## src/rtl/srambank_arb2_if.sv

```systemverilog
// Bus bundle for srambank_arb2: two requester ports plus the SRAM bank pins.
// The master side is the environment (requesters and bank), the slave side is the arbiter.
interface srambank_arb2_if #(
    parameter int AW = 9,
    parameter int DW = 72
);
    logic          a_req;
    logic          a_we;
    logic [AW-1:0] a_addr;
    logic [DW-1:0] a_wdata;
    logic          a_gnt;
    logic          a_rvalid;
    logic [DW-1:0] a_rdata;

    logic          b_req;
    logic          b_we;
    logic [AW-1:0] b_addr;
    logic [DW-1:0] b_wdata;
    logic          b_gnt;
    logic          b_rvalid;
    logic [DW-1:0] b_rdata;

    logic          sram_banksel;
    logic          sram_read;
    logic          sram_write;
    logic [AW-1:0] sram_addr;
    logic [DW-1:0] sram_wd;
    logic [DW-1:0] sram_dataout;

    modport master (
        output a_req, a_we, a_addr, a_wdata,
        input  a_gnt, a_rvalid, a_rdata,
        output b_req, b_we, b_addr, b_wdata,
        input  b_gnt, b_rvalid, b_rdata,
        input  sram_banksel, sram_read, sram_write, sram_addr, sram_wd,
        output sram_dataout
    );

    modport slave (
        input  a_req, a_we, a_addr, a_wdata,
        output a_gnt, a_rvalid, a_rdata,
        input  b_req, b_we, b_addr, b_wdata,
        output b_gnt, b_rvalid, b_rdata,
        output sram_banksel, sram_read, sram_write, sram_addr, sram_wd,
        input  sram_dataout
    );
endinterface

```

## src/rtl/srambank_arb2.sv

```systemverilog
// Round-robin two-port arbiter and two-stage sequencer in front of one synchronous
// 512x72 SRAM bank; read data returns to the issuing port two cycles after grant.
module srambank_arb2 #(
    parameter int AW = 9,
    parameter int DW = 72
) (
    input  logic           clk,
    input  logic           reset_n,
    srambank_arb2_if.slave bus
);
    localparam logic PORT_A = 1'b0;
    localparam logic PORT_B = 1'b1;

    logic          last_r;
    logic          s1_port_r;
    logic          s1_rd_r;
    logic          s2_port_r;
    logic          s2_rd_r;
    logic [DW-1:0] a_hold_r;
    logic [DW-1:0] b_hold_r;

    logic          gnt_a_s;
    logic          gnt_b_s;
    logic          any_gnt_s;
    logic          sel_we_s;
    logic [AW-1:0] sel_addr_s;
    logic [DW-1:0] sel_wdata_s;
    logic          a_valid_s;
    logic          b_valid_s;

    // Grant selection: lone requester wins outright, a tie goes to the port not granted last.
    always_comb begin
        gnt_a_s     = 1'b0;
        gnt_b_s     = 1'b0;
        gnt_a_s     = reset_n & bus.a_req & (~bus.b_req | (last_r == PORT_B));
        gnt_b_s     = reset_n & bus.b_req & (~bus.a_req | (last_r == PORT_A));
        any_gnt_s   = gnt_a_s | gnt_b_s;
        sel_we_s    = gnt_b_s ? bus.b_we    : bus.a_we;
        sel_addr_s  = gnt_b_s ? bus.b_addr  : bus.a_addr;
        sel_wdata_s = gnt_b_s ? bus.b_wdata : bus.a_wdata;
        bus.a_gnt   = gnt_a_s;
        bus.b_gnt   = gnt_b_s;
    end

    // Issue stage: register the winning command onto the bank pins and tag it.
    always_ff @(posedge clk or negedge reset_n) begin
        if (!reset_n) begin
            bus.sram_banksel <= 1'b0;
            bus.sram_read    <= 1'b0;
            bus.sram_write   <= 1'b0;
            bus.sram_addr    <= {AW{1'b0}};
            bus.sram_wd      <= {DW{1'b0}};
            s1_port_r        <= PORT_A;
            s1_rd_r          <= 1'b0;
            last_r           <= PORT_B;
        end else if (any_gnt_s) begin
            bus.sram_banksel <= 1'b1;
            bus.sram_write   <= sel_we_s;
            bus.sram_read    <= ~sel_we_s;
            bus.sram_addr    <= sel_addr_s;
            if (sel_we_s) begin
                bus.sram_wd <= sel_wdata_s;
            end else begin
                bus.sram_wd <= bus.sram_wd;
            end
            s1_port_r        <= gnt_b_s;
            s1_rd_r          <= ~sel_we_s;
            last_r           <= gnt_b_s;
        end else begin
            bus.sram_banksel <= 1'b0;
            bus.sram_read    <= 1'b0;
            bus.sram_write   <= 1'b0;
            s1_rd_r          <= 1'b0;
        end
    end

    // Response tag: follows the issue stage by one cycle, aligned with bank dataout.
    always_ff @(posedge clk or negedge reset_n) begin
        if (!reset_n) begin
            s2_rd_r   <= 1'b0;
            s2_port_r <= PORT_A;
        end else begin
            s2_rd_r   <= s1_rd_r;
            s2_port_r <= s1_port_r;
        end
    end

    // Response steering: valid port sees dataout directly, the other shows its last data.
    always_comb begin
        a_valid_s    = reset_n & s2_rd_r & (s2_port_r == PORT_A);
        b_valid_s    = reset_n & s2_rd_r & (s2_port_r == PORT_B);
        bus.a_rvalid = a_valid_s;
        bus.b_rvalid = b_valid_s;
        bus.a_rdata  = a_valid_s ? bus.sram_dataout : a_hold_r;
        bus.b_rdata  = b_valid_s ? bus.sram_dataout : b_hold_r;
    end

    // Per-port holding registers capture read data on each valid cycle.
    always_ff @(posedge clk or negedge reset_n) begin
        if (!reset_n) begin
            a_hold_r <= {DW{1'b0}};
            b_hold_r <= {DW{1'b0}};
        end else begin
            if (a_valid_s) begin
                a_hold_r <= bus.sram_dataout;
            end else begin
                a_hold_r <= a_hold_r;
            end
            if (b_valid_s) begin
                b_hold_r <= bus.sram_dataout;
            end else begin
                b_hold_r <= b_hold_r;
            end
        end
    end
endmodule

```

## src/flat_wrapper.sv

```systemverilog
// flat-port wrapper written by rule: the top's interface ports become plain ports
module srambank_arb2_flat 
#(
    parameter int AW = 9,
    parameter int DW = 72
)
  (clk, reset_n, bus_a_req, bus_a_we, bus_a_addr, bus_a_wdata, bus_a_gnt, bus_a_rvalid, bus_a_rdata, bus_b_req, bus_b_we, bus_b_addr, bus_b_wdata, bus_b_gnt, bus_b_rvalid, bus_b_rdata, bus_sram_banksel, bus_sram_read, bus_sram_write, bus_sram_addr, bus_sram_wd, bus_sram_dataout);
  srambank_arb2_if #(.AW(AW), .DW(DW)) bus_i ();
  input  logic clk;
  input  logic reset_n;
  input wire logic [$bits(bus_i.a_req)-1:0] bus_a_req;
  input wire logic [$bits(bus_i.a_we)-1:0] bus_a_we;
  input wire logic [$bits(bus_i.a_addr)-1:0] bus_a_addr;
  input wire logic [$bits(bus_i.a_wdata)-1:0] bus_a_wdata;
  output wire logic [$bits(bus_i.a_gnt)-1:0] bus_a_gnt;
  output wire logic [$bits(bus_i.a_rvalid)-1:0] bus_a_rvalid;
  output wire logic [$bits(bus_i.a_rdata)-1:0] bus_a_rdata;
  input wire logic [$bits(bus_i.b_req)-1:0] bus_b_req;
  input wire logic [$bits(bus_i.b_we)-1:0] bus_b_we;
  input wire logic [$bits(bus_i.b_addr)-1:0] bus_b_addr;
  input wire logic [$bits(bus_i.b_wdata)-1:0] bus_b_wdata;
  output wire logic [$bits(bus_i.b_gnt)-1:0] bus_b_gnt;
  output wire logic [$bits(bus_i.b_rvalid)-1:0] bus_b_rvalid;
  output wire logic [$bits(bus_i.b_rdata)-1:0] bus_b_rdata;
  output wire logic [$bits(bus_i.sram_banksel)-1:0] bus_sram_banksel;
  output wire logic [$bits(bus_i.sram_read)-1:0] bus_sram_read;
  output wire logic [$bits(bus_i.sram_write)-1:0] bus_sram_write;
  output wire logic [$bits(bus_i.sram_addr)-1:0] bus_sram_addr;
  output wire logic [$bits(bus_i.sram_wd)-1:0] bus_sram_wd;
  input wire logic [$bits(bus_i.sram_dataout)-1:0] bus_sram_dataout;
  assign bus_i.a_req = bus_a_req;
  assign bus_i.a_we = bus_a_we;
  assign bus_i.a_addr = bus_a_addr;
  assign bus_i.a_wdata = bus_a_wdata;
  assign bus_a_gnt = bus_i.a_gnt;
  assign bus_a_rvalid = bus_i.a_rvalid;
  assign bus_a_rdata = bus_i.a_rdata;
  assign bus_i.b_req = bus_b_req;
  assign bus_i.b_we = bus_b_we;
  assign bus_i.b_addr = bus_b_addr;
  assign bus_i.b_wdata = bus_b_wdata;
  assign bus_b_gnt = bus_i.b_gnt;
  assign bus_b_rvalid = bus_i.b_rvalid;
  assign bus_b_rdata = bus_i.b_rdata;
  assign bus_sram_banksel = bus_i.sram_banksel;
  assign bus_sram_read = bus_i.sram_read;
  assign bus_sram_write = bus_i.sram_write;
  assign bus_sram_addr = bus_i.sram_addr;
  assign bus_sram_wd = bus_i.sram_wd;
  assign bus_i.sram_dataout = bus_sram_dataout;
  srambank_arb2 #(.AW(AW), .DW(DW)) u_core (.clk(clk), .reset_n(reset_n), .bus(bus_i));
endmodule
```

## config.mk

```make
export PLATFORM = sky130hd
export DESIGN_NAME = srambank_arb2_flat
export DESIGN_NICKNAME = d
export VERILOG_FILES = /design/src/rtl/srambank_arb2_if.sv /design/src/rtl/srambank_arb2.sv /design/src/flat_wrapper.sv
export SDC_FILE = /design/constraint.sdc
export NUM_CORES = 1
export LEC_CHECK = 0
export CORE_AREA = 4 4 182 184
export CTS_CLUSTER_DIAMETER = 120
export DETAILED_ROUTE_END_ITERATION = 10
export DIE_AREA = 0 0 186 188
export PLACE_DENSITY_LB_ADDON = 0.3
export SYNTH_ARGS = -nofsm -noshare
export SYNTH_HDL_FRONTEND = slang
export SYNTH_SLANG_ARGS = --single-unit
```

## constraint.sdc

```tcl
create_clock -name clk -period 1.99 [get_ports clk]
set_input_delay 0.199 -clock clk [delete_from_list [all_inputs] [get_ports clk]]
set_output_delay 0.199 -clock clk [all_outputs]
set_load 0.01 [all_outputs]
```

# --- Word-level counts from Yosys, hierarchy flattened ---
# Cells that the tools add are included.
word_totals:
  reg_bits: 232
  in_bits: 240
  out_inout_bits: 232
  elab_cells: 35
op_classes:
  mux: 8
  bitwise_logic: 15
  n_reduce_logical: 1
ops:
  columns: ["operator", "count"]
  rows:
  - ["72-bit 2-to-1 mux", 3]
  - ["9-bit 2-to-1 mux", 1]
  - ["1-bit AND", 7]
  - ["1-bit inverter", 5]
  - ["1-bit 2-to-1 mux", 4]
  - ["1-bit bitwise OR", 3]
  - ["2-bit AND reduction", 1]

# --- Logic depth before layout (Yosys ltp) ---
logic_depth:
  depth_word: 6
  ltp_mapped: 7
  ltp_nobuf: 5

# --- Least setup slack after synthesis ---
# Ideal clock, no wire load.
synth_path:
  path_type: "register -> register"
  startpoint: "register u_core.last_r"
  endpoint: "register u_core.bus.sram_wd[64]"
  setup_ns: 0.125
  arrival_ns: 1.652
  required_ns: 1.865
  path_slack_ns: 0.213
  path_stages_with_launch: 7
  n_path_buf: 2
  period_less_slack_ns: 1.777
  cell_sequence: "dfstp_2 -> nand2_1 -> nand3_1 -> buf_4 -> buf_2 -> mux2_2 -> mux2_2"
synth_via:
  elab_chain_cells: 5
  word_cells_on_any_way: 9
  classes_between: "mux: 2; bitwise: 6; reduce/logical: 1"
synth_rtl:
  columns: ["item", "line", "rtl"]
  rows:
  - ["start, declared", "srambank_arb2.sv:14", "logic last_r;"]
  - ["start signal, assigned", "srambank_arb2.sv:68", "last_r <= gnt_b_s;"]
  - ["1-bit inverter", "srambank_arb2.sv:36", "gnt_b_s = reset_n & bus.b_req & (~bus.a_req | (last_r == PORT_A));"]
  - ["1-bit bitwise OR", "srambank_arb2.sv:36", null]
  - ["1-bit AND", "srambank_arb2.sv:36", null]
  - ["1-bit 2-to-1 mux or 1-bit bitwise OR (tied branches)", "srambank_arb2.sv:38, srambank_arb2.sv:37", null]
  - ["2-bit AND reduction (no source line)", null, null]
  - ["end signal, assigned", "srambank_arb2.sv:52", "bus.sram_wd <= {DW{1'b0}};"]
  - ["end signal, assigned", "srambank_arb2.sv:62", "bus.sram_wd <= sel_wdata_s;"]
  - ["end signal, assigned", "srambank_arb2.sv:64", "bus.sram_wd <= bus.sram_wd;"]
  - ["end, declared", "srambank_arb2_if.sv:44", "output sram_banksel, sram_read, sram_write, sram_addr, sram_wd,"]
# Several ways; a longest one is shown, not always the timed one.
# A chain may end at the register's enable or synchronous reset.

# --- Worst setup path in the final report ---
layout_path:
  startpoint: "register u_core.s2_port_r"
  endpoint: "output bus_b_rdata[62]"
layout_via:
  elab_chain_cells: 2
layout_rtl:
  columns: ["item", "line", "rtl"]
  rows:
  - ["start, declared", "srambank_arb2.sv:17", "logic s2_port_r;"]
  - ["start signal, assigned", "srambank_arb2.sv:84", "s2_port_r <= s1_port_r;"]
  - ["1-bit AND", "srambank_arb2.sv:91", "b_valid_s = reset_n & s2_rd_r & (s2_port_r == PORT_B);"]
  - ["72-bit 2-to-1 mux", null, null]
  - ["end, declared", "flat_wrapper.sv:24", "output wire logic [$bits(bus_i.b_rdata)-1:0] bus_b_rdata;"]
# No other way between the ends.

==> impl_metrics.py <==
metrics = {
    "outcome": {
        "status": "finished, violations left",
        "violations": "negative hold slack, negative setup slack",
    },
    "grt": {
        "grt.busiest_layer": "met2",
        "met3_usage": 0.0440,
        "grt-ovfl-total": 0,
        "grt_pass1_vias": 9439,
        "grt_util_met1": 0.240,
        "track_usage": 0.204,
        "grt_max_degree": 152,
        "grt_pass1_wl_um": 55500,
        "grtUsageMet2": 0.364,
        "grt_antenna_before_repair": 2,
    },
    "drt": {
        "totalWireLength_um": 39900,
        "antenna_left": 0,
        "drtIter0Drc": 180,
        "vias_per_cell": 4.61,
        "dr.pass1.iters": 4,
        "post_drt_wl_per_cell_um": 21.3,
        "vias": 8633,
        "route.detailed.drc": 0,
    },
    "sta": {
        "period_minus_slack_ps": 2210,
        "max_slew.worst_pin.slew_ps": 961,
        "whs_ps": -79.5,
        "fin_skew_ps": 11.4,
        "fmax_mhz": 452,
        "relSlewSlack": 0.359,
        "finalSetupViolations": 136,
        "grt_setup_unrepaired": "yes",
        "post-route-period-util": 1.11,
        "hold_viol": 35,
        "drv_slew": 0,
        "finalWorstSetupSlack_ps": -224,
    },
    "synth": {
        "synth_largest_area_cell": "dfrtp_1",
        "synth_edf_count": 0,
        "synth.net_count": 994,
        "synth-xor-area-share": 0,
        "synth_compound_area_frac": 0.00956,
        "ys_warn_count": 0,
        "muxShareOfSynthArea": 0.255,
        "avgSynthCellArea_um2": 12.7,
        "syn_area_um2": 9550,
        "synth_top_family_by_area": "multiplexers",
        "synth_flop_cell": "dfrtp_1",
        "synthTopCellsByArea": "dfrtp_1 (61%), mux2_2 (25%), nand2_1 (8.7%), buf_6 (1.3%), nor2_1 (0.71%)",
        "yosysUniqueCellTypes": 21,
        "yosysMostFrequentCell": "dfrtp_1",
        "synthTopCellsByCount": "dfrtp_1 (231), nand2_1 (221), mux2_2 (216), nor2_1 (18), clkbuf_1 (16)",
        "async_reset_ff_frac": 1.00,
        "synth.top_cell.area_share": 0.605,
        "yosysSeqAreaShare": 0.608,
        "ys_ff_latch": 232,
        "synth-simple-area-share": 0.0989,
        "synth-adder-area-share": 0,
        "synthCells": 754,
    },
    "floorplanning": {
        "chipHeight_um": 188,
        "dieArea_um2": 35000,
        "initial_core_util": 0.304,
        "rows": 65,
        "core_area_um2": 31400,
        "die_w_um": 186,
        "io_pins": 472,
    },
    "min_path": {
        "min_path_type": "primary input to asynchronous set/reset pin",
    },
    "clocking": {
        "root_buffer": "clkbuf_16",
        "cts.path.max_buffers": 3,
        "clk_latency_ps": 530,
        "cts_sinks": 232,
        "clkTransAtPathRegs_ps": 60,
        "cts_buffers": 26,
        "cts_tree": "yes",
        "cts-htree-levels": 1,
    },
    "power_and_ir_drop": {
        "ir_worst_vdd_v": 0.000863,
        "leakage_nw": 9.33,
        "power_density_nw_per_um2": 1130,
        "fin_total_pwr_w": 0.0220,
    },
    "final_layout": {
        "fillers": 2354,
        "multi_input_area_um2": 4720,
        "drive_gt1_frac": 0.565,
        "regArea_um2": 5810,
        "nNetsFinal": 1690,
        "final_cells": 1873,
        "fin_area_um2": 19500,
        "areaGrowthSynthToFinish_pct": 104,
    },
    "setup_path": {
        "path_class": "flop to primary output",
        "crit_fanout": 6,
        "arrival_ps": 2020,
        "rrSetupSlack_ps": 70,
        "critPathCapture": "bus_b_rdata[62]",
        "reg2reg_from": "u_core.s2_port_r",
        "crit_path_start": "u_core.s2_port_r",
        "worstRegToRegCells": 12,
        "reg2reg_to": "u_core.a_hold_r[37]",
        "cp-end-kind": "primary output",
        "crit_required_ps": 1790,
        "critPathLaunchType": "flop",
    },
    "placed_design": {
        "place_hpwl_um": 24700,
        "gp_congestion": 0.812,
        "dpl_cell_area_um2": 15200,
        "placed_cells": 1654,
        "io_buffers": 471,
    },
    "run": {
        "cap_violations": 0,
    },
}
[layout make-up]
type                    count  area share
clock buffers              40      0.0412
diodes                      3    0.000385
well taps                 402      0.0258
clock inverters             6     0.00552
inverters                   5     0.00160
repair buffers            709       0.386
flip-flops and latches    232       0.298
multi-input cells         476       0.242
[sequential cells by signal, summed over array words and instances, names as in the netlist, 9 cells and up]
register / cells
u_core.a_hold_r: 72
u_core.bus.sram_addr: 9
u_core.bus.sram_wd: 72
u_core.b_hold_r: 72
[how the worst min path moves through the flow]
stage	start	end	cells past startpoint	slack, ps
finish	reset_n	u_core.b_hold_r[46]	3	-80
global route	reset_n	u_core.b_hold_r[46]	3	20
CTS	reset_n	u_core.b_hold_r[39]	3	30
detailed placement	reset_n	u_core.s1_port_r	2	290
global placement	reset_n	u_core.s1_port_r	2	290
floorplan	reset_n	u_core.a_hold_r[0]	0	-100
[layer usage]
| layer | vias up | wire (um) |
|---|---|---|
| met3 | 92 | 2190 |
| li1 | 3912 | - |
| met4 | 0 | 1730 |
| met1 | 4347 | 14800 |
| met5 | - | 0 |
| met2 | 282 | 21200 |
[cell families (layout without fill, tap and decap cells)]
group | Yosys count | in the layout
multiplexers | 216 | 216
other | 0 | 3
flip-flops | 232 | 232
buffers and inverters | 46 | 760
AND/OR/NAND/NOR | 247 | 247
AO/OA/AOI/OAI | 13 | 13
[power by group]
part	total, W	switching (W)	internal [W]	leakage, nW
Clock	0.00511	0.00196	0.00315	0.447
Combinational	0.00991	0.00391	0.00600	6.08
Sequential	0.00694	0.000708	0.00623	2.80
Total	0.0220	0.00658	0.0154	9.33
[critical path: stages, from the launching register on]
cell and delay (ps):
dfrtp_1 350, buf_6 100, nand3_4 130, buf_12 180, buf_12 130, buf_8 140
mux2_4 320, buf_6 130
[placed cells by master, fill, tap and decap left out, types with 8 or more instances in the layout]
master / instances
buf_4: 138
mux2_2: 149
nand2_1: 39
o22ai_1: 9
nand2_2: 80
dfrtp_1: 231
mux2_4: 67
nor2_1: 18
buf_16: 9
buf_12: 25
buf_8: 20
clkbuf_8: 8
nand2_4: 101
clkbuf_16: 31
clkdlybuf4s50_1: 322
buf_6: 182
[timing repair]
action / in CTS / in global routing
pin swaps: 43 / 110
endpoints found under the setup margin: 148 / 194
hold buffers: 1 / 0
setup buffers: 124 / 56
hold endpoints to repair: 23 / 0
gates resized for setup: 929 / 305
gates cloned: 15 / 4
[metrics by stage]
stage / setup TNS, ps / hold WS (ps) / utilization / setup WS [ps]
global placement: -3220 / 295 / 0.485 / -63.2
CTS: -23900 / 27.9 / 0.580 / -287
floorplan: 0 / -96.6 / - / 213
finish: -14750 / -79.5 / 0.621 / -224
global route: -25830 / 18.4 / 0.621 / -294
detailed placement: -7770 / 291 / 0.485 / -132
No activity file was read; power rests on OpenSTA's default activity.
